## src/rtl/pipe_pkg.sv

```systemverilog
// pipe_pkg: shared widths, reset pc, load opcode and fetch word types for the pipeline front end
package pipe_pkg;
    localparam int DATA_W = 32;
    localparam int PC_W = 32;
    localparam logic [PC_W-1:0] RESET_PC = 32'h1c00_0000;
    localparam logic [6:0] LOAD_OPC = 7'h03;
    localparam logic [PC_W-1:0] PC_INC = 32'd4;
    typedef logic [DATA_W-1:0] inst_t;
    typedef struct packed {
        logic [PC_W-1:0] pc;
        inst_t data;
    } fetch_word_t;
endpackage

```

## src/rtl/pipe_sync_fifo.sv

```systemverilog
// pipe_sync_fifo: first-word-fall-through register fifo with synchronous flush
module pipe_sync_fifo #(
    parameter int W = 64,
    parameter int DEPTH = 4,
    localparam int AW = $clog2(DEPTH),
    localparam int CW = AW + 1
) (
    input  logic          clk,
    input  logic          rst,
    input  logic          flush,
    input  logic          push,
    input  logic [W-1:0]  wdata,
    input  logic          pop,
    output logic [W-1:0]  rdata,
    output logic          empty,
    output logic [CW-1:0] count
);
    logic [W-1:0] mem [DEPTH];
    logic [AW-1:0] wr_ptr, rd_ptr;
    logic do_pop;
    assign do_pop = pop & ~empty;
    assign empty = count == '0;
    assign rdata = mem[rd_ptr];
    always_ff @(posedge clk) begin
        if (rst || flush) begin
            wr_ptr <= '0;
            rd_ptr <= '0;
            count <= '0;
        end else begin
            wr_ptr <= push ? wr_ptr + AW'(1) : wr_ptr;
            rd_ptr <= do_pop ? rd_ptr + AW'(1) : rd_ptr;
            count <= count + CW'(push) - CW'(do_pop);
        end
    end
    always_ff @(posedge clk) begin
        if (push && !flush) mem[wr_ptr] <= wdata;
    end
    overflow_chk: assert property (@(posedge clk) disable iff (rst || flush) !(push && count == CW'(DEPTH)));
endmodule

```

## src/rtl/pipe_fetch_src.sv

```systemverilog
// pipe_fetch_src: sequential instruction fetch with buffering, valid/allowin handshake and redirect
module pipe_fetch_src
    import pipe_pkg::*;
#(
    parameter int FIFO_DEPTH = 4
) (
    input  logic              clk,
    input  logic              rst,
    input  logic              en,
    output logic              inst_req,
    output logic [PC_W-1:0]   inst_addr,
    input  logic [DATA_W-1:0] inst_rdata,
    input  logic              redirect_valid,
    input  logic [PC_W-1:0]   redirect_pc,
    output logic              out_valid,
    output logic [DATA_W-1:0] out_data,
    output logic [PC_W-1:0]   out_pc,
    output logic              out_is_load,
    input  logic              out_allowin
);
    localparam int CW = $clog2(FIFO_DEPTH) + 1;
    localparam int SW = CW + 1;
    logic [PC_W-1:0] pc, req_pc;
    logic inflight, push, pop, empty;
    logic [CW-1:0] count;
    fetch_word_t wdata, rdata;
    assign inst_req = en & ~rst & ~redirect_valid & (({1'b0, count} + SW'(inflight)) < SW'(FIFO_DEPTH));
    assign inst_addr = pc;
    assign push = inflight & ~redirect_valid;
    assign pop = out_valid & out_allowin & ~redirect_valid;
    assign wdata = '{pc: req_pc, data: inst_rdata};
    assign out_valid = ~empty;
    assign out_data = rdata.data;
    assign out_pc = rdata.pc;
    assign out_is_load = out_valid & (rdata.data[6:0] == LOAD_OPC);
    always_ff @(posedge clk) begin
        if (rst) begin
            pc <= RESET_PC;
            inflight <= 1'b0;
        end else begin
            pc <= redirect_valid ? (redirect_pc & ~PC_W'(3)) : inst_req ? pc + PC_INC : pc;
            inflight <= inst_req;
        end
    end
    always_ff @(posedge clk) begin
        if (inst_req) req_pc <= pc;
    end
    pipe_sync_fifo #(
        .W($bits(fetch_word_t)),
        .DEPTH(FIFO_DEPTH)
    ) u_fifo (
        .clk(clk),
        .rst(rst),
        .flush(redirect_valid),
        .push(push),
        .wdata(wdata),
        .pop(pop),
        .rdata(rdata),
        .empty(empty),
        .count(count)
    );
endmodule

```

## config.mk

```make
export PLATFORM = sky130hd
export DESIGN_NAME = pipe_fetch_src
export DESIGN_NICKNAME = d
export VERILOG_FILES = /design/src/rtl/pipe_pkg.sv /design/src/rtl/pipe_sync_fifo.sv /design/src/rtl/pipe_fetch_src.sv
export SDC_FILE = /design/constraint.sdc
export NUM_CORES = 1
export LEC_CHECK = 0
export CAP_MARGIN = 20
export CORE_ASPECT_RATIO = 0.5
export CORE_MARGIN = 8
export CORE_UTILIZATION = 35
export DETAILED_ROUTE_END_ITERATION = 10
export GPL_ROUTABILITY_DRIVEN = 0
export SYNTH_ARGS = -nofsm -noshare
export SYNTH_HDL_FRONTEND = slang
export SYNTH_SLANG_ARGS = --single-unit
```

## constraint.sdc

```tcl
create_clock -name clk -period 6.1 [get_ports clk]
set_clock_uncertainty 0.15 [all_clocks]
set_input_delay 1.83 -clock clk [delete_from_list [all_inputs] [get_ports clk]]
set_output_delay 1.83 -clock clk [all_outputs]
set_load 0.01 [all_outputs]
```

Word-level counts from Yosys, hierarchy flattened
Memory sizes are Yosys's and may differ from the RTL's. A register that Yosys moved wholly into a read port is not among the register bits.
Cells that the tools add are included.
Cells by class
  equality and inequality tests: 1
  bitwise gates (word level): 11
  magnitude comparators: 1
  reduce and logical (&&, ||, !) cells: 6
  add/sub/neg operators: 6
  mux-type cells: 6
Operators with widths (number)
  two-way mux 32 bit: 2
  adder 32 x 3 -> 32 bit (second input constant): 1
  bitwise AND 1 bit: 8
  equality test 7 x 2 -> 1 bit (second input constant): 1
  adder 2 x 1 -> 2 bit (second input constant): 2
  adder 3 x 1 -> 4 bit: 1
  < comparator 4 x 3 -> 1 bit (second input constant): 1
  two-way mux 2 bit: 2
  adder 3 x 1 -> 3 bit: 1
  logical NOT 3 bit: 1
  inverter 1 bit: 3
  subtractor 3 x 1 -> 3 bit: 1
  two-way mux 1 bit: 2
  nonzero test 2 bit: 1
  OR reduction 2 bit: 1
  logical AND 1 bit: 1
  logical NOT 1 bit: 1
  logical OR 1 bit: 1
Storage, ports and cells
  logic and storage cells: 39
  memories kept: 1
  register bits after elaboration: 72
  bits in writable memories: 256
  output and inout port bits: 99
Memories
  u_fifo.mem: depth 4, bits a word 64, rd ports 1, clocked after Yosys merged registers in 1, write ports 1, RTL line pipe_sync_fifo.sv:18  | logic [W-1:0] mem [DEPTH];

Depth between registers and ports, before layout
  depth after elaboration: 7
  gate-level depth with buffers: 9

By module
Synthesis repeated with hierarchy kept, for this count alone.
Second synthesis, totals
  cells, all modules: 635
  area total of the unflattened synthesis: 12519.5 µm²
Modules (own cells, without submodules)
  pipe_sync_fifo: area an instance 9793.1 µm², cells each 380, instances 1
  pipe_fetch_src: area an instance 2726.4 µm², cells each 255, instances 1

Worst setup path before layout
No wires, ideal clock.
  path type: input to output
  start: input port redirect_valid
  end: output port inst_req
  cell stages on the path: 3
  arrival time: 3.213 ns
  data required time: 4.120 ns
  path slack: 0.907 ns
  path buffers: 1
  cell sequence: nor2_1 and3_1 clkbuf_1
On the way
  cells in the longest elaborated chain, start to end: 3
Ends and longest elaborated chain
  from (decl): RTL line pipe_fetch_src.sv:13  | input logic redirect_valid,
  inverter 1 bit: RTL line pipe_fetch_src.sv:27  | assign inst_req = en & ~rst & ~redirect_valid & (({1'b0, count} + SW'(inflight)) < SW'(FIFO_DEPTH));
  bitwise AND 1 bit (2 in series): RTL line pipe_fetch_src.sv:27
  to (decl): RTL line pipe_fetch_src.sv:10  | output logic inst_req,
No other way between the ends.

Worst setup path after layout
  start: input port en
  end: output port inst_req
On the way
  cells in the longest elaborated chain, start to end: 3
Ends and longest elaborated chain
  from (decl): RTL line pipe_fetch_src.sv:9  | input logic en,
  bitwise AND 1 bit (3 in series): RTL line pipe_fetch_src.sv:27
No other way between the ends.

==> impl_metrics.xml <==
<?xml version="1.0" encoding="UTF-8"?>
<metrics>
  <group name="outcome">
    <metric name="status" unit="">finished clean</metric>
  </group>
  <group name="cts">
    <metric name="clk_lat_worst_skew" unit="ns">0.55</metric>
    <metric name="cts-root-buf" unit="">clkbuf_16</metric>
    <metric name="ctsHoldBuffers" unit="">0</metric>
    <metric name="number_of_buffers_created_by_cts" unit="">30</metric>
    <metric name="cts_tree" unit="">built</metric>
    <metric name="clock_tree.htree_level_count" unit="">1</metric>
    <metric name="cts.reportedPaths.clkPinSlew" unit="ns">0.07</metric>
    <metric name="post-cts-setup-buffers" unit="">0</metric>
    <metric name="post_cts_resized" unit="">0</metric>
    <metric name="clock_sinks" unit="">318</metric>
    <metric name="clockBufferDepth" unit="">3</metric>
  </group>
  <group name="yosys">
    <metric name="post_synth_xor_area_fraction" unit="%">1.59</metric>
    <metric name="post_synthesis_simple_gate_area_fraction" unit="%">5.74</metric>
    <metric name="seq_area_frac_synth" unit="%">75.4</metric>
    <metric name="synth_top_cell_area_share" unit="%">68.8</metric>
    <metric name="async_s_r_ff_share_synth" unit="%">0</metric>
    <metric name="synth-compound-area-share" unit="%">2.92</metric>
    <metric name="synthesis.instances" unit="">625</metric>
    <metric name="synth.distinct_cells" unit="">49</metric>
    <metric name="post-synth-top-area-cell" unit="">edfxtp_1</metric>
    <metric name="synthTopCellsByArea" unit="">edfxtp_1, mux4_2, dfxtp_1, xor2_1, nor2_1</metric>
    <metric name="synth-seq-cells" unit="">318</metric>
    <metric name="post_synth_instance_area" unit="µm²">12100</metric>
    <metric name="adder_cell_area_share_of_the_yosys_netlist" unit="%">0.989</metric>
    <metric name="ys.warnings.count" unit="">0</metric>
    <metric name="synth.avg_cell_area" unit="µm²">19.4</metric>
    <metric name="commonest_register_cell_after_synthesis" unit="">edfxtp_1</metric>
    <metric name="dominant_combinational_cell_family_by_area_after_synthesis" unit="">multiplexers</metric>
    <metric name="synth-edff-count" unit="">278</metric>
    <metric name="synth.area.mux_share" unit="%">11.8</metric>
  </group>
  <group name="die">
    <metric name="die_height" unit="µm">148</metric>
    <metric name="core_region_area" unit="µm²">34300</metric>
    <metric name="die-width" unit="µm">279</metric>
    <metric name="die-area" unit="µm²">41300</metric>
    <metric name="boundaryPins" unit="">168</metric>
    <metric name="placementRows" unit="">48</metric>
    <metric name="start_util" unit="%">35.4</metric>
  </group>
  <group name="setup_path">
    <metric name="cp_slowest_cell" unit="">clkdlybuf4s50_1</metric>
    <metric name="reg2reg_depth" unit="">7</metric>
    <metric name="crit_chain" unit="">clkdlybuf4s50_1, buf_4, and3_2, clkdlybuf4s50_1</metric>
    <metric name="timing.critical_path.fanout_max" unit="">15</metric>
    <metric name="crit_path_frequent_cell" unit="">clkdlybuf4s50_1</metric>
    <metric name="crit_required" unit="ns">4.12</metric>
    <metric name="timing.critical_path.buf_inv" unit="">3</metric>
    <metric name="cp_data_arrival_time" unit="ns">3.26</metric>
    <metric name="cp_slowest_stage_delay" unit="ns">0.54</metric>
    <metric name="critical_path.startpoint" unit="">en</metric>
    <metric name="path_depth" unit="">4</metric>
    <metric name="cp-start-kind" unit="">primary input</metric>
    <metric name="critical_path.top_delay_family" unit="">buffers and inverters</metric>
    <metric name="setup.worst_path.class" unit="">primary input to output pin</metric>
    <metric name="reg2reg_from" unit="">u_fifo.count[1]</metric>
    <metric name="end_kind" unit="">output pin</metric>
  </group>
  <group name="sta">
    <metric name="worstMarginPinSlew" unit="ns">1.10</metric>
    <metric name="maxClockFrequency" unit="MHz">191</metric>
    <metric name="final-setup-viol-count" unit="">0</metric>
    <metric name="setup_tns" unit="ns">0</metric>
    <metric name="hold_violations" unit="">0</metric>
    <metric name="timing_max_transition_violations_final" unit="">0</metric>
    <metric name="relSlewSlack" unit="%">26.9</metric>
    <metric name="finalCriticalPeriod" unit="ns">5.24</metric>
    <metric name="post-route-period-util" unit="%">85.8</metric>
    <metric name="setup_repair_after_global_routing_missed_its_margin" unit="">false</metric>
    <metric name="fin_hold_ws" unit="ns">0.343</metric>
  </group>
  <group name="place">
    <metric name="i_o_buffers" unit="">161</metric>
    <metric name="placed_cells_incl_taps" unit="">1240</metric>
    <metric name="hpwl" unit="µm">17000</metric>
  </group>
  <group name="detailed_routing">
    <metric name="ratio_of_routed_vias_to_standard_cells" unit="">4.85</metric>
    <metric name="firstDrtPassIters" unit="">4</metric>
    <metric name="drt_drc_violations_left" unit="">0</metric>
    <metric name="drt_iter0_drc" unit="">427</metric>
    <metric name="drt.antenna.violating_nets" unit="">0</metric>
    <metric name="wirelength" unit="µm">27200</metric>
    <metric name="detail_route.wl_per_cell" unit="µm">21.0</metric>
    <metric name="routed-via-count" unit="">6285</metric>
  </group>
  <group name="pwr">
    <metric name="power_per_cell_area" unit="nW/µm²">284</metric>
    <metric name="power.ir.vdd_worst" unit="µV">194</metric>
    <metric name="power.leakage" unit="nW">4.80</metric>
  </group>
  <group name="min_path">
    <metric name="hold_start" unit="">req_pc[20]</metric>
    <metric name="timing.hold.worst_path_depth" unit="">0</metric>
    <metric name="holdCritPathClass" unit="">flip-flop to flip-flop</metric>
  </group>
  <group name="cells_and_area">
    <metric name="area_delta_synth_final" unit="%">25.2</metric>
    <metric name="instances_no_fill" unit="">1297</metric>
    <metric name="n_fill_cell" unit="">2988</metric>
    <metric name="drive_gt1_share" unit="%">15.1</metric>
    <metric name="fin_nets" unit="">875</metric>
  </group>
  <group name="global_routing">
    <metric name="antenna_found_initial" unit="">2</metric>
    <metric name="global_route.overflow_total" unit="">0</metric>
    <metric name="wire_length_of_the_first_global_routing_pass" unit="µm">41000</metric>
    <metric name="first_global_vias" unit="">6668</metric>
    <metric name="grt_util_all_layers" unit="%">12.8</metric>
    <metric name="grt_max_degree" unit="">63</metric>
  </group>
  <group name="run">
    <metric name="drv_cap" unit="">0</metric>
  </group>
</metrics>
==> power breakdown <==
group          internal (mW)  switching [mW]
combinational          0.100          0.0825
clock                  0.942           0.780
sequential              2.39          0.0325
==> path summary, 6_finish.rpt <==
path / to / slack [ns]
setup / recovery: inst_req / 0.86
hold / removal: u_fifo.mem[3][52] / 0.34
setup reg to reg: inst_addr[25] / 3.27
hold reg to reg: u_fifo.mem[3][52] / 0.34
==> cell usage after synthesis, types with 6 or more instances <==
master	number
nand3_1	9
buf_2	11
mux4_2	62
clkbuf_1	15
edfxtp_1	278
or3_1	8
inv_1	10
xnor2_1	6
and2_1	9
nor2_1	31
xor2_1	16
ha_1	8
and3_1	12
nand4_1	17
nand2_1	14
dfxtp_1	40
a211oi_1	15
==> kinds of logic (layout without fill, tap and decap cells) <==
logic type / count (synthesis) / after routing
xor+xnor: 22 / 22
fa+ha+maj: 9 / 9
other cells: 1 / 5
buf+inv: 43 / 236
flops: 318 / 318
mux: 65 / 65
simple gates: 120 / 120
compound gates: 47 / 47
==> sequential cells by signal, summed over array words and instances (netlist names), named ones only <==
register and flops:
u_fifo.count 3, req_pc 30, u_fifo.rd_ptr 2, u_fifo.mem 248, u_fifo.wr_ptr 2, inst_addr 30, inflight 1
==> per-layer routing <==
metal	global-route usage (%)	wire, µm	vias up
met5	0	0	-
met4	2.92	496	0
met3	1.89	690	35
met2	24.1	14800	90
met1	15.5	11200	3277
li1	-	-	2883
==> placed cells by master, fill, tap and decap left out, drive strengths merged, types with 6 or more instances in the layout <==
| master | n |
|---|---|
| inv | 10 |
| a211oi | 15 |
| xnor2 | 6 |
| clkbuf | 35 |
| nand4 | 20 |
| edfxtp | 278 |
| nand3 | 10 |
| nand2 | 14 |
| and2 | 9 |
| clkinv | 18 |
| mux4 | 62 |
| or3 | 9 |
| nor2 | 31 |
| clkdlybuf4s50 | 161 |
| dfxtp | 40 |
| xor2 | 16 |
| buf | 9 |
| ha | 8 |
| and3 | 12 |
==> area by class of cell <==
cell class	instances	area [µm²]	share of cell area (%)
Clock inverter	21	134	0.881
Multi-Input combinational cell	267	2820	18.5
Clock buffer	35	769	5.06
Inverter	10	37.5	0.247
Sequential cell	318	9150	60.2
Antenna cell	1	2.50	0.0165
Tap cell	475	594	3.91
Timing Repair Buffer	170	1690	11.1
==> metrics by stage <==
stage	total power, mW	util (%)	setup WS, ns	instance area, µm²
finish	4.32	44.3	0.864	15200
global route	4.46	44.3	0.806	15200
CTS	4.37	44.3	0.855	15200
detailed placement	2.65	41.7	0.864	14300
global placement	2.65	41.7	0.860	14300
floorplan	2.52	-	0.907	12200
Note: power is estimated with default switching activity, not from simulation.
